[src/rtl/keypad_matrix_scanner.sv]
// 4x4 matrix keypad scanner: drives one column low at a time, classifies each full
// scan as none/single/multi, debounces press and release, and reports one code per press.
module keypad_matrix_scanner #(
  parameter int unsigned SCAN_DIV       = 8192,
  parameter int unsigned DEBOUNCE_SCANS = 4
) (
  input  logic       clk,
  input  logic       rst,
  input  logic [3:0] row_sense,
  output logic [3:0] col_drive,
  output logic [1:0] row,
  output logic [1:0] col,
  output logic       key_valid,
  output logic       key_held,
  output logic       multi_key
);

  localparam int unsigned DIV_W = (SCAN_DIV > 1) ? $clog2(SCAN_DIV) : 1;
  localparam int unsigned CNT_W = $clog2(DEBOUNCE_SCANS + 1);
  localparam logic [DIV_W-1:0] DIV_LAST = DIV_W'(SCAN_DIV - 1);
  localparam logic [CNT_W-1:0] CNT_ONE  = CNT_W'(1);
  localparam logic [CNT_W-1:0] CNT_DONE = CNT_W'(DEBOUNCE_SCANS);

  if (SCAN_DIV < 4) begin : g_bad_scan_div
    $error("SCAN_DIV must be at least 4");
  end
  if (DEBOUNCE_SCANS < 1) begin : g_bad_debounce
    $error("DEBOUNCE_SCANS must be at least 1");
  end

  typedef enum logic [1:0] {
    ST_IDLE,
    ST_DEBOUNCE,
    ST_PRESSED,
    ST_RELEASE
  } state_e;

  typedef enum logic [1:0] {
    RES_NONE,
    RES_SINGLE,
    RES_MULTI
  } res_e;

  logic [3:0]       sync1_q, sync1_d;
  logic [3:0]       sync2_q, sync2_d;
  logic [DIV_W-1:0] div_cnt_q, div_cnt_d;
  logic [1:0]       col_idx_q, col_idx_d;
  logic [3:0]       col_drive_q, col_drive_d;
  res_e             acc_res_q, acc_res_d;
  logic [1:0]       acc_row_q, acc_row_d;
  logic [1:0]       acc_col_q, acc_col_d;
  state_e           state_q, state_d;
  logic [CNT_W-1:0] cnt_q, cnt_d;
  logic [1:0]       cand_row_q, cand_row_d;
  logic [1:0]       cand_col_q, cand_col_d;
  logic [1:0]       row_q, row_d;
  logic [1:0]       col_q, col_d;
  logic             key_valid_q, key_valid_d;
  logic             key_held_q, key_held_d;
  logic             multi_key_q, multi_key_d;

  logic             sample;
  logic             scan_end;
  logic [3:0]       closed;
  logic [2:0]       col_hits;
  logic [1:0]       col_row;
  res_e             merged_res;
  logic [1:0]       merged_row;
  logic [1:0]       merged_col;
  logic             same_cand;
  logic [CNT_W-1:0] cnt_inc;

  assign sync1_d  = row_sense;
  assign sync2_d  = sync1_q;
  assign sample   = (div_cnt_q == DIV_LAST);
  assign scan_end = sample && (col_idx_q == 2'd3);
  assign closed   = ~sync2_q;

  always_comb begin
    col_hits = '0;
    col_row  = '0;
    for (int unsigned i = 0; i < 4; i++) begin
      if (closed[i]) begin
        col_hits = col_hits + 3'd1;
        col_row  = 2'(i);
      end
    end
  end

  // Fold the current column into the running scan result; a second contact anywhere
  // in the scan (same column or a different one) makes the scan MULTI.
  always_comb begin
    merged_res = acc_res_q;
    merged_row = acc_row_q;
    merged_col = acc_col_q;
    if (col_hits > 3'd1) begin
      merged_res = RES_MULTI;
    end else if (col_hits == 3'd1) begin
      if (acc_res_q == RES_NONE) begin
        merged_res = RES_SINGLE;
        merged_row = col_row;
        merged_col = col_idx_q;
      end else begin
        merged_res = RES_MULTI;
      end
    end
  end

  always_comb begin
    div_cnt_d   = div_cnt_q + DIV_W'(1);
    col_idx_d   = col_idx_q;
    acc_res_d   = acc_res_q;
    acc_row_d   = acc_row_q;
    acc_col_d   = acc_col_q;
    if (sample) begin
      div_cnt_d = '0;
      col_idx_d = col_idx_q + 2'd1;
      if (scan_end) begin
        acc_res_d = RES_NONE;
        acc_row_d = '0;
        acc_col_d = '0;
      end else begin
        acc_res_d = merged_res;
        acc_row_d = merged_row;
        acc_col_d = merged_col;
      end
    end
    col_drive_d = ~(4'b0001 << col_idx_d);
  end

  assign same_cand = (merged_res == RES_SINGLE) && (merged_row == cand_row_q) &&
                     (merged_col == cand_col_q);
  assign cnt_inc   = cnt_q + CNT_W'(1);

  always_comb begin
    state_d     = state_q;
    cnt_d       = cnt_q;
    cand_row_d  = cand_row_q;
    cand_col_d  = cand_col_q;
    row_d       = row_q;
    col_d       = col_q;
    key_valid_d = 1'b0;
    key_held_d  = key_held_q;
    multi_key_d = multi_key_q;
    if (scan_end) begin
      multi_key_d = (merged_res == RES_MULTI);
      case (state_q)
        ST_IDLE: begin
          if (merged_res == RES_SINGLE) begin
            cand_row_d = merged_row;
            cand_col_d = merged_col;
            if (CNT_ONE == CNT_DONE) begin
              state_d     = ST_PRESSED;
              cnt_d       = '0;
              row_d       = merged_row;
              col_d       = merged_col;
              key_valid_d = 1'b1;
              key_held_d  = 1'b1;
            end else begin
              state_d = ST_DEBOUNCE;
              cnt_d   = CNT_ONE;
            end
          end
        end
        ST_DEBOUNCE: begin
          if (same_cand) begin
            if (cnt_inc == CNT_DONE) begin
              state_d     = ST_PRESSED;
              cnt_d       = '0;
              row_d       = cand_row_q;
              col_d       = cand_col_q;
              key_valid_d = 1'b1;
              key_held_d  = 1'b1;
            end else begin
              cnt_d = cnt_inc;
            end
          end else begin
            state_d = ST_IDLE;
            cnt_d   = '0;
          end
        end
        ST_PRESSED: begin
          if (merged_res == RES_NONE) begin
            if (CNT_ONE == CNT_DONE) begin
              state_d    = ST_IDLE;
              cnt_d      = '0;
              key_held_d = 1'b0;
            end else begin
              state_d = ST_RELEASE;
              cnt_d   = CNT_ONE;
            end
          end
        end
        ST_RELEASE: begin
          if (merged_res == RES_NONE) begin
            if (cnt_inc == CNT_DONE) begin
              state_d    = ST_IDLE;
              cnt_d      = '0;
              key_held_d = 1'b0;
            end else begin
              cnt_d = cnt_inc;
            end
          end else begin
            state_d = ST_PRESSED;
            cnt_d   = '0;
          end
        end
        default: begin
          state_d = ST_IDLE;
          cnt_d   = '0;
        end
      endcase
    end
  end

  always_ff @(posedge clk) begin
    if (rst) begin
      sync1_q     <= '1;
      sync2_q     <= '1;
      div_cnt_q   <= '0;
      col_idx_q   <= '0;
      col_drive_q <= 4'b1110;
      acc_res_q   <= RES_NONE;
      acc_row_q   <= '0;
      acc_col_q   <= '0;
      state_q     <= ST_IDLE;
      cnt_q       <= '0;
      cand_row_q  <= '0;
      cand_col_q  <= '0;
      row_q       <= '0;
      col_q       <= '0;
      key_valid_q <= 1'b0;
      key_held_q  <= 1'b0;
      multi_key_q <= 1'b0;
    end else begin
      sync1_q     <= sync1_d;
      sync2_q     <= sync2_d;
      div_cnt_q   <= div_cnt_d;
      col_idx_q   <= col_idx_d;
      col_drive_q <= col_drive_d;
      acc_res_q   <= acc_res_d;
      acc_row_q   <= acc_row_d;
      acc_col_q   <= acc_col_d;
      state_q     <= state_d;
      cnt_q       <= cnt_d;
      cand_row_q  <= cand_row_d;
      cand_col_q  <= cand_col_d;
      row_q       <= row_d;
      col_q       <= col_d;
      key_valid_q <= key_valid_d;
      key_held_q  <= key_held_d;
      multi_key_q <= multi_key_d;
    end
  end

  assign col_drive = col_drive_q;
  assign row       = row_q;
  assign col       = col_q;
  assign key_valid = key_valid_q;
  assign key_held  = key_held_q;
  assign multi_key = multi_key_q;

endmodule
[config.mk]
export PLATFORM = sky130hd
export DESIGN_NAME = keypad_matrix_scanner
export DESIGN_NICKNAME = d
export VERILOG_FILES = /design/src/rtl/keypad_matrix_scanner.sv
export SDC_FILE = /design/constraint.sdc
export NUM_CORES = 1
export LEC_CHECK = 0
export CORE_UTILIZATION = 43
export CTS_BUF_LIST = sky130_fd_sc_hd__clkbuf_4
export DETAILED_ROUTE_END_ITERATION = 7
export PLACE_DENSITY = 0.58
export SLEW_MARGIN = 10
export SYNTH_ARGS = -nofsm -noshare
export SYNTH_HDL_FRONTEND = slang
export SYNTH_SLANG_ARGS = --single-unit
[constraint.sdc]
create_clock -name clk -period 4.8 [get_ports clk]
set_input_delay 0.96 -clock clk [delete_from_list [all_inputs] [get_ports clk]]
set_output_delay 0.96 -clock clk [all_outputs]
set_load 0.03 [all_outputs]
==> run_results.csv, run 1 <==
group,metric,value,unit
outcome,status,"finished, final reports clean",
detailed_routing,post_drt_via_cell_ratio,5.332,
placement,gp_congestion,0.8014,
sta,worst_pin_slew,0.8735,ns
synth,synth-main-ff-cell,"dfxtp_1",
cts,cts_resized,0,
cts,clock_tree.buffer_depth,2,
final_layout,area_growth,11.94,%
synth,syn_area_per_cell,8.975,um2
critical_path,slowest_stage,"xnor2_1",
synth,synth_compound_area_share,14.61,%
grt,antenna_found_initial,0,
detailed_routing,drt_iter0_drc,135,
critical_path,crit_chain,"inv_1, ha_1, xnor2_1, ha_1, nand2b_1, xnor2_1, nand3_1, o32a_1, xnor2_1, nand2_1, o31ai_1",
sta,clock_skew,0.01225,ns
sta,rsz0062_at_grt,"no",
final_layout,drive_above_1_share,10.84,%
critical_path,start_kind,"register",
synth,yosys.area_share.adder,4.100,%
grt,grt_pass1_vias,1826,
pwr,power_leakage,0.001008,uW
cts,path_clk_slew,0.14,ns
grt,grt_start_max_net_pins,26,
floorplanning,dieHeight,77.35,um
synth,synth-edff-count,0,
detailed_routing,ant_nets,0,
final_layout,nets,299,
grt,overflow,0,
synth,synth_top_family_by_area,"simple AND/OR/NAND/NOR gates",
synth,ys_ff_latch,49,
final_layout,post-route-util,49.93,%
cts,clkSinkCount,49,
cts,cts_root_buf,"clkbuf_4",
sta,finalCritPeriodShare,69.66,%
min_path,hp-class,"register to register",
cts,cts_hold_buf,0,
sta,setup_viol,0,
grt,grt_pass1_wl,8769,um
floorplanning,core,5473,um2
floorplanning,ios,17,
cts,tritoncts,"yes",
final_layout,antenna_cells,0,
synth,synth.distinct_cells,52,
critical_path,criticalPathCategory,"register to register",
detailed_routing,routedWlPerCell,13.94,um
floorplanning,num_rows,27,
cts,post-cts-setup-buffers,0,
critical_path,cp.arrival,3.62,ns
pwr,powerDensity,273.5,nW/um2
grt,grt.total_usage,18.59,%
synth,yosysSeqAreaShare,40.18,%
placement,io_buffers,16,
synth,synth-xor-area-share,8.508,%
critical_path,cp.required,5.08,ns
floorplanning,start_util,44.60,%
synth,synthArstFlopShare,0,%
detailed_routing,wl,4989,um
sta,max_slew_margin,41.58,%
sta,clock.fmax,0.2991,GHz
synth,synth-simple-area-share,27.73,%
pwr,vdd_ir_drop_max,0.0001419,V
cts,numCtsBuffers,5,
critical_path,slowest_delay,0.54,ns
synth,netlist_area,2441,um2
sta,min_period,3.344,ns
floorplanning,dieWidth,77.35,um
detailed_routing,drc_errors,0,
cts,htree_levels,2,
critical_path,cpMostUsedCell,"xnor2_1",
critical_path,cp_max_fo,8,
sta,final_hold_viol_count,0,
placement,dpl.hpwl,3563,um
synth,synthCells,272,
flow_run,drv_cap,0,
cts,clock_latency,0.36,ns
synth,yosysWarnings,0,
synth,mappedNetlistNets,286,
detailed_routing,via_count,1909,
detailed_routing,dr.pass1.iters,4,
sta,slew_violations,0,
critical_path,cp-end-kind,"register",
sta,setup_tns,0,ns
synth,synthMuxAreaShare,1.640,%
floorplanning,dieArea,5982,um2
[critical path, delay by kind of cell, from the launching register on]
family / cells / cell delay (ns)
buffers and inverters: 1 / 0.07
adder cells (fa/ha/maj): 2 / 0.54
AO/OA/AOI/OAI: 2 / 0.72
XOR/XNOR: 3 / 1.03
flip-flops: 1 / 0.40
AND/OR/NAND/NOR: 3 / 0.50
[registers in the layout, indices dropped and copies added (netlist names), 2 cells and up]
signal,count
acc_row_q,2
col,2
state_q,2
sync1_q,4
sync2_q,4
cand_row_q,2
div_cnt_q,13
cand_col_q,2
acc_res_q,2
cnt_q,3
col_drive,4
row,2
col_idx_q,2
acc_col_q,2
[final timing paths]
path | to | from | slack (ns) | cells after the start
worst max-delay path | cnt_q[0] | sync2_q[1] | 1.46 | 11
worst min-delay path | sync2_q[2] | sync1_q[2] | 0.43 | 1
worst max register to register | cnt_q[0] | sync2_q[1] | 1.46 | 11
worst min register to register | sync2_q[2] | sync1_q[2] | 0.43 | 1
[synth_stat cells (2+ instances only)]
master	number	area, um2
o31ai_1	5	37.54
nand3_1	14	70.07
o21ai_0	10	50.05
xor2_1	9	78.83
a21oi_1	10	50.05
mux2i_1	4	40.04
nor4_4	2	42.54
nand3b_1	5	37.54
nand2b_1	6	37.54
clkbuf_1	10	37.54
nor3_2	2	20.02
and4_1	2	17.52
o21ai_1	2	10.01
inv_1	9	33.78
a211oi_1	2	15.01
dfxtp_1	49	980.9
nand4_1	6	37.54
and3_1	10	62.56
ha_1	8	100.1
a22oi_1	3	22.52
nor2_1	33	123.9
a221oi_2	2	30.03
or2_2	9	56.30
a31oi_1	3	18.77
nand2_1	11	41.29
nor2b_1	5	31.28
nor3_1	7	35.03
xnor2_1	10	87.58
[cells in the final DEF (no fill, tap or decap), types with 2 or more instances in the layout]
cell / Yosys / final
dfxtp_1: 49 / 49
nor2_1: 33 / 33
clkdlybuf4s50_1: 0 / 16
nand3_1: 14 / 14
nand2_1: 11 / 11
xnor2_1: 10 / 10
and3_1: 10 / 10
o21ai_0: 10 / 10
a21oi_1: 10 / 10
inv_1: 9 / 9
xor2_1: 9 / 9
or2_2: 9 / 9
ha_1: 8 / 8
nor3_1: 7 / 7
nand2b_1: 6 / 6
nand4_1: 6 / 6
clkbuf_4: 0 / 6
nor2b_1: 5 / 5
nand3b_1: 5 / 5
o31ai_1: 5 / 5
mux2i_1: 4 / 4
a22oi_1: 3 / 3
a31oi_1: 3 / 3
and4_1: 2 / 2
nor3_2: 2 / 2
nor4_4: 2 / 2
a221oi_2: 2 / 2
o21ai_1: 2 / 2
a211oi_1: 2 / 2
[cell type report]
| class | count | area (um2) |
|---|---|---|
| clock inverter | 2 | 33.78 |
| clock buffer | 6 | 45.04 |
| multi-input combinational | 203 | 1381 |
| tap | 72 | 90.09 |
| timing repair buffer | 17 | 167.7 |
| inverter | 9 | 33.78 |
| fill | 543 | 2740 |
| sequential | 49 | 980.9 |
[per-layer routing]
layer / up-vias / track usage [%] / wire, um
met4: 0 / 7.358 / 90
met3: 7 / 4.235 / 119
met5: - / 0 / 0
li1: 989 / - / -
met2: 19 / 27.70 / 2180
met1: 894 / 25.82 / 2599
[cells by family (layout without fill, tap and decap cells)]
kind of cell,count (synthesis),in the layout
AND/OR/NAND/NOR,120,120
AO/OA/AOI/OAI,50,50
flip-flops,49,49
XOR/XNOR,21,21
buffers and inverters,20,34
adder cells (fa/ha/maj),8,8
multiplexers,4,4
[where the power goes]
| part | internal, uW | switching [uW] |
|---|---|---|
| logic | 36.7 | 53.1 |
| clock network | 114 | 128 |
| registers | 412 | 3.84 |
| total | 563 | 185 |
[stage by stage]
| stage | setup WS [ns] | hold slack [ns] | total power (uW) | instance area, um2 | instances |
|---|---|---|---|---|---|
| 2_1_floorplan | 1.912 | 0.3895 | 493.8 | 2441 | 272 |
| 3_3_place_gp | 1.555 | 0.3940 | 513.8 | 2654 | 350 |
| 3_5_place_dp | 1.528 | 0.3962 | 514.4 | 2654 | 350 |
| 4_1_cts | 1.472 | 0.4302 | 756.8 | 2733 | 358 |
| 5_1_grt | 1.111 | 0.4407 | 784.5 | 2733 | 358 |
| 6_report | 1.456 | 0.4279 | 747.5 | 2733 | 358 |
Note: power is estimated with default switching activity, not from simulation.
==> inputs of run 2 (changes only) <==
--- a/config.mk
+++ b/config.mk
@@ -8,7 +8,7 @@
 export CORE_UTILIZATION = 43
 export CTS_BUF_LIST = sky130_fd_sc_hd__clkbuf_4
 export DETAILED_ROUTE_END_ITERATION = 7
-export PLACE_DENSITY = 0.58
+export PLACE_DENSITY = 0.61
 export SLEW_MARGIN = 10
 export SYNTH_ARGS = -nofsm -noshare
 export SYNTH_HDL_FRONTEND = slang
==> constraint.sdc (replaced) <==
create_clock -name clk -period 2.85 [get_ports clk]
set_input_delay 0.57 -clock clk [delete_from_list [all_inputs] [get_ports clk]]
set_output_delay 0.57 -clock clk [all_outputs]
set_load 0.03 [all_outputs]
==> run 2 against run 1 <==
Compared with the run above:
- clock skew grew 0.0060 ns
- die area is the same
- register-to-register slack lost 1.5 ns
- critical path depth grew 1
- global-route usage grew 0.17 points
- count of clock-buffer cells in the layout shrank 1
- critical endpoint is now col[0]
==> run_results.csv, run 2 (synthesis results as in run 1) <==
group,metric,value,unit
critical_path,cp-end-kind,"register",
flow_run,drv_cap,0,
min_path,min_delay_path_depth,1,
pwr,vdd_ir_drop_max,0.0003831,V
critical_path,r2r_cells,12,
sta,max_slew_margin,73.85,%
sta,worst_pin_slew,0.3917,ns
final_layout,nets,333,
grt,overflow,0,
floorplanning,dieWidth,77.35,um
placement,dpl.hpwl,3709,um
final_layout,regMostFlops,"div_cnt_q",
cts,clkSinkCount,49,
floorplanning,dieHeight,77.35,um
grt,grt.total_usage,18.75,%
sta,clock.fmax,0.3512,GHz
sta,min_period,2.847,ns
cts,cts_root_buf,"clkbuf_4",
cts,path_clk_slew,0.14,ns
detailed_routing,post_drt_via_cell_ratio,5.258,
critical_path,r2r_slack,0.003,ns
placement,gp_congestion,0.8365,
placement,post-place-ws,-0.08090,ns
detailed_routing,routedWlPerCell,13.64,um
sta,setup_slack,0.002870,ns
grt,grt_pass1_wl,8976,um
pwr,power_leakage,0.001241,uW
sta,slew_violations,0,
detailed_routing,dr.pass1.iters,4,
sta,clock_skew,0.01825,ns
critical_path,cp-startpoint,"sync2_q[1]",
sta,final_hold_viol_count,0,
final_layout,drive_above_1_share,27.19,%
floorplanning,dieArea,5982,um2
grt,grt_start_max_net_pins,25,
critical_path,r2r_start,"sync2_q[1]",
final_layout,area_growth,31.78,%
floorplanning,core,5473,um2
cts,tritoncts,"yes",
final_layout,largest_register_ff_count,13,
min_path,worstHoldEndpoint,"sync2_q[1]",
critical_path,cp.arrival,3.12,ns
final_layout,final_common_cell,"dfxtp_1",
cts,htree_levels,2,
sta,hold-worst-slack,0.4308,ns
cts,numCtsBuffers,5,
floorplanning,ios,17,
cts,cts_hold_buf,0,
sta,finalCritPeriodShare,99.90,%
pwr,powerDensity,455.2,nW/um2
detailed_routing,drt_iter0_drc,162,
critical_path,criticalPathCategory,"register to register",
critical_path,r2r-end,"col[0]",
floorplanning,start_util,44.60,%
detailed_routing,ant_nets,0,
final_layout,mostFrequentLayoutCells,"47 x dfxtp_1, 33 x nor2_1, 32 x buf_4",
pwr,power.total,1464,uW
sta,setup_viol,0,
outcome,status,"finished, final reports clean",
cts,clock_latency,0.38,ns
detailed_routing,wl,5348,um
grt,grt_pass1_vias,1998,
detailed_routing,drc_errors,0,
critical_path,cp.required,3.13,ns
critical_path,start_kind,"register",
final_layout,antenna_cells,0,
sta,setup_tns,0,ns
grt,antenna_found_initial,0,
detailed_routing,via_count,2061,
min_path,hp-class,"register to register",
sta,rsz0062_at_grt,"yes",
placement,io_buffers,16,
critical_path,cp_max_fo,4,
cts,clock_tree.buffer_depth,2,
min_path,holdCritStartpoint,"sync1_q[1]",
floorplanning,num_rows,27,
run 2: cell type report:
| type | instances | area [um2] |
|---|---|---|
| Fill cell | 489 | 2256 |
| Timing Repair Buffer | 51 | 434.2 |
| Clock inverter | 3 | 68.82 |
| Tap cell | 72 | 90.09 |
| Inverter | 9 | 33.78 |
| Clock buffer | 5 | 37.54 |
| Sequential cell | 49 | 983.4 |
| Multi-Input combinational cell | 203 | 1569 |
run 2: worst max-delay path, stage by stage, from the launching register on:
cell and delay [ns]:
dfxtp_2 0.38, inv_2 0.05, ha_4 0.30, xnor2_4 0.13, ha_4 0.17, nand2b_4 0.08, xor2_4 0.18, buf_6 0.14
nor3_4 0.22, o22ai_2 0.13, or4_4 0.62, o31ai_4 0.27, a21oi_2 0.07
run 2: metrics by stage:
stage                     area (um2)  cells  utilization (%)
after floorplan                 2456    272                -
after global placement          2834    372            51.78
after detailed placement        2834    372            51.78
after CTS                       3072    388            56.13
after global routing            3217    392            58.78
final                           3217    392            58.78
run 2: worst max-delay path by stage:
stage,endpoint,cells after the start
3_5_place_dp,col[1],11
5_1_grt,col[0],9
6_report,col[0],12
4_1_cts,col[0],11
3_3_place_gp,cnt_q[0],10
2_1_floorplan,col[0],11
run 2: repair_timing:
action | 4_1_cts | 5_1_grt
endpoints found under the setup margin | 9 | 12
gates resized for setup | 14 | 19
setup buffers | 8 | 4
pin swaps | 11 | 10
run 2: routing by layer:
layer / track usage (%) / vias to the layer above / share of wire (%) / routed length (um)
met3: 3.765 / 9 / 2.5 / 133
met4: 8.302 / 0 / 1.9 / 104
li1: - / 1056 / - / -
met5: 0 / - / 0 / 0
met2: 29.38 / 27 / 46 / 2442
met1: 24.84 / 969 / 50 / 2666
run 2: report_power, final:
part / internal, uW / switching [uW] / total (uW)
clock network: 276 / 230 / 506
logic: 132 / 125 / 257
registers: 694 / 7.15 / 701
total: 1100 / 362 / 1460
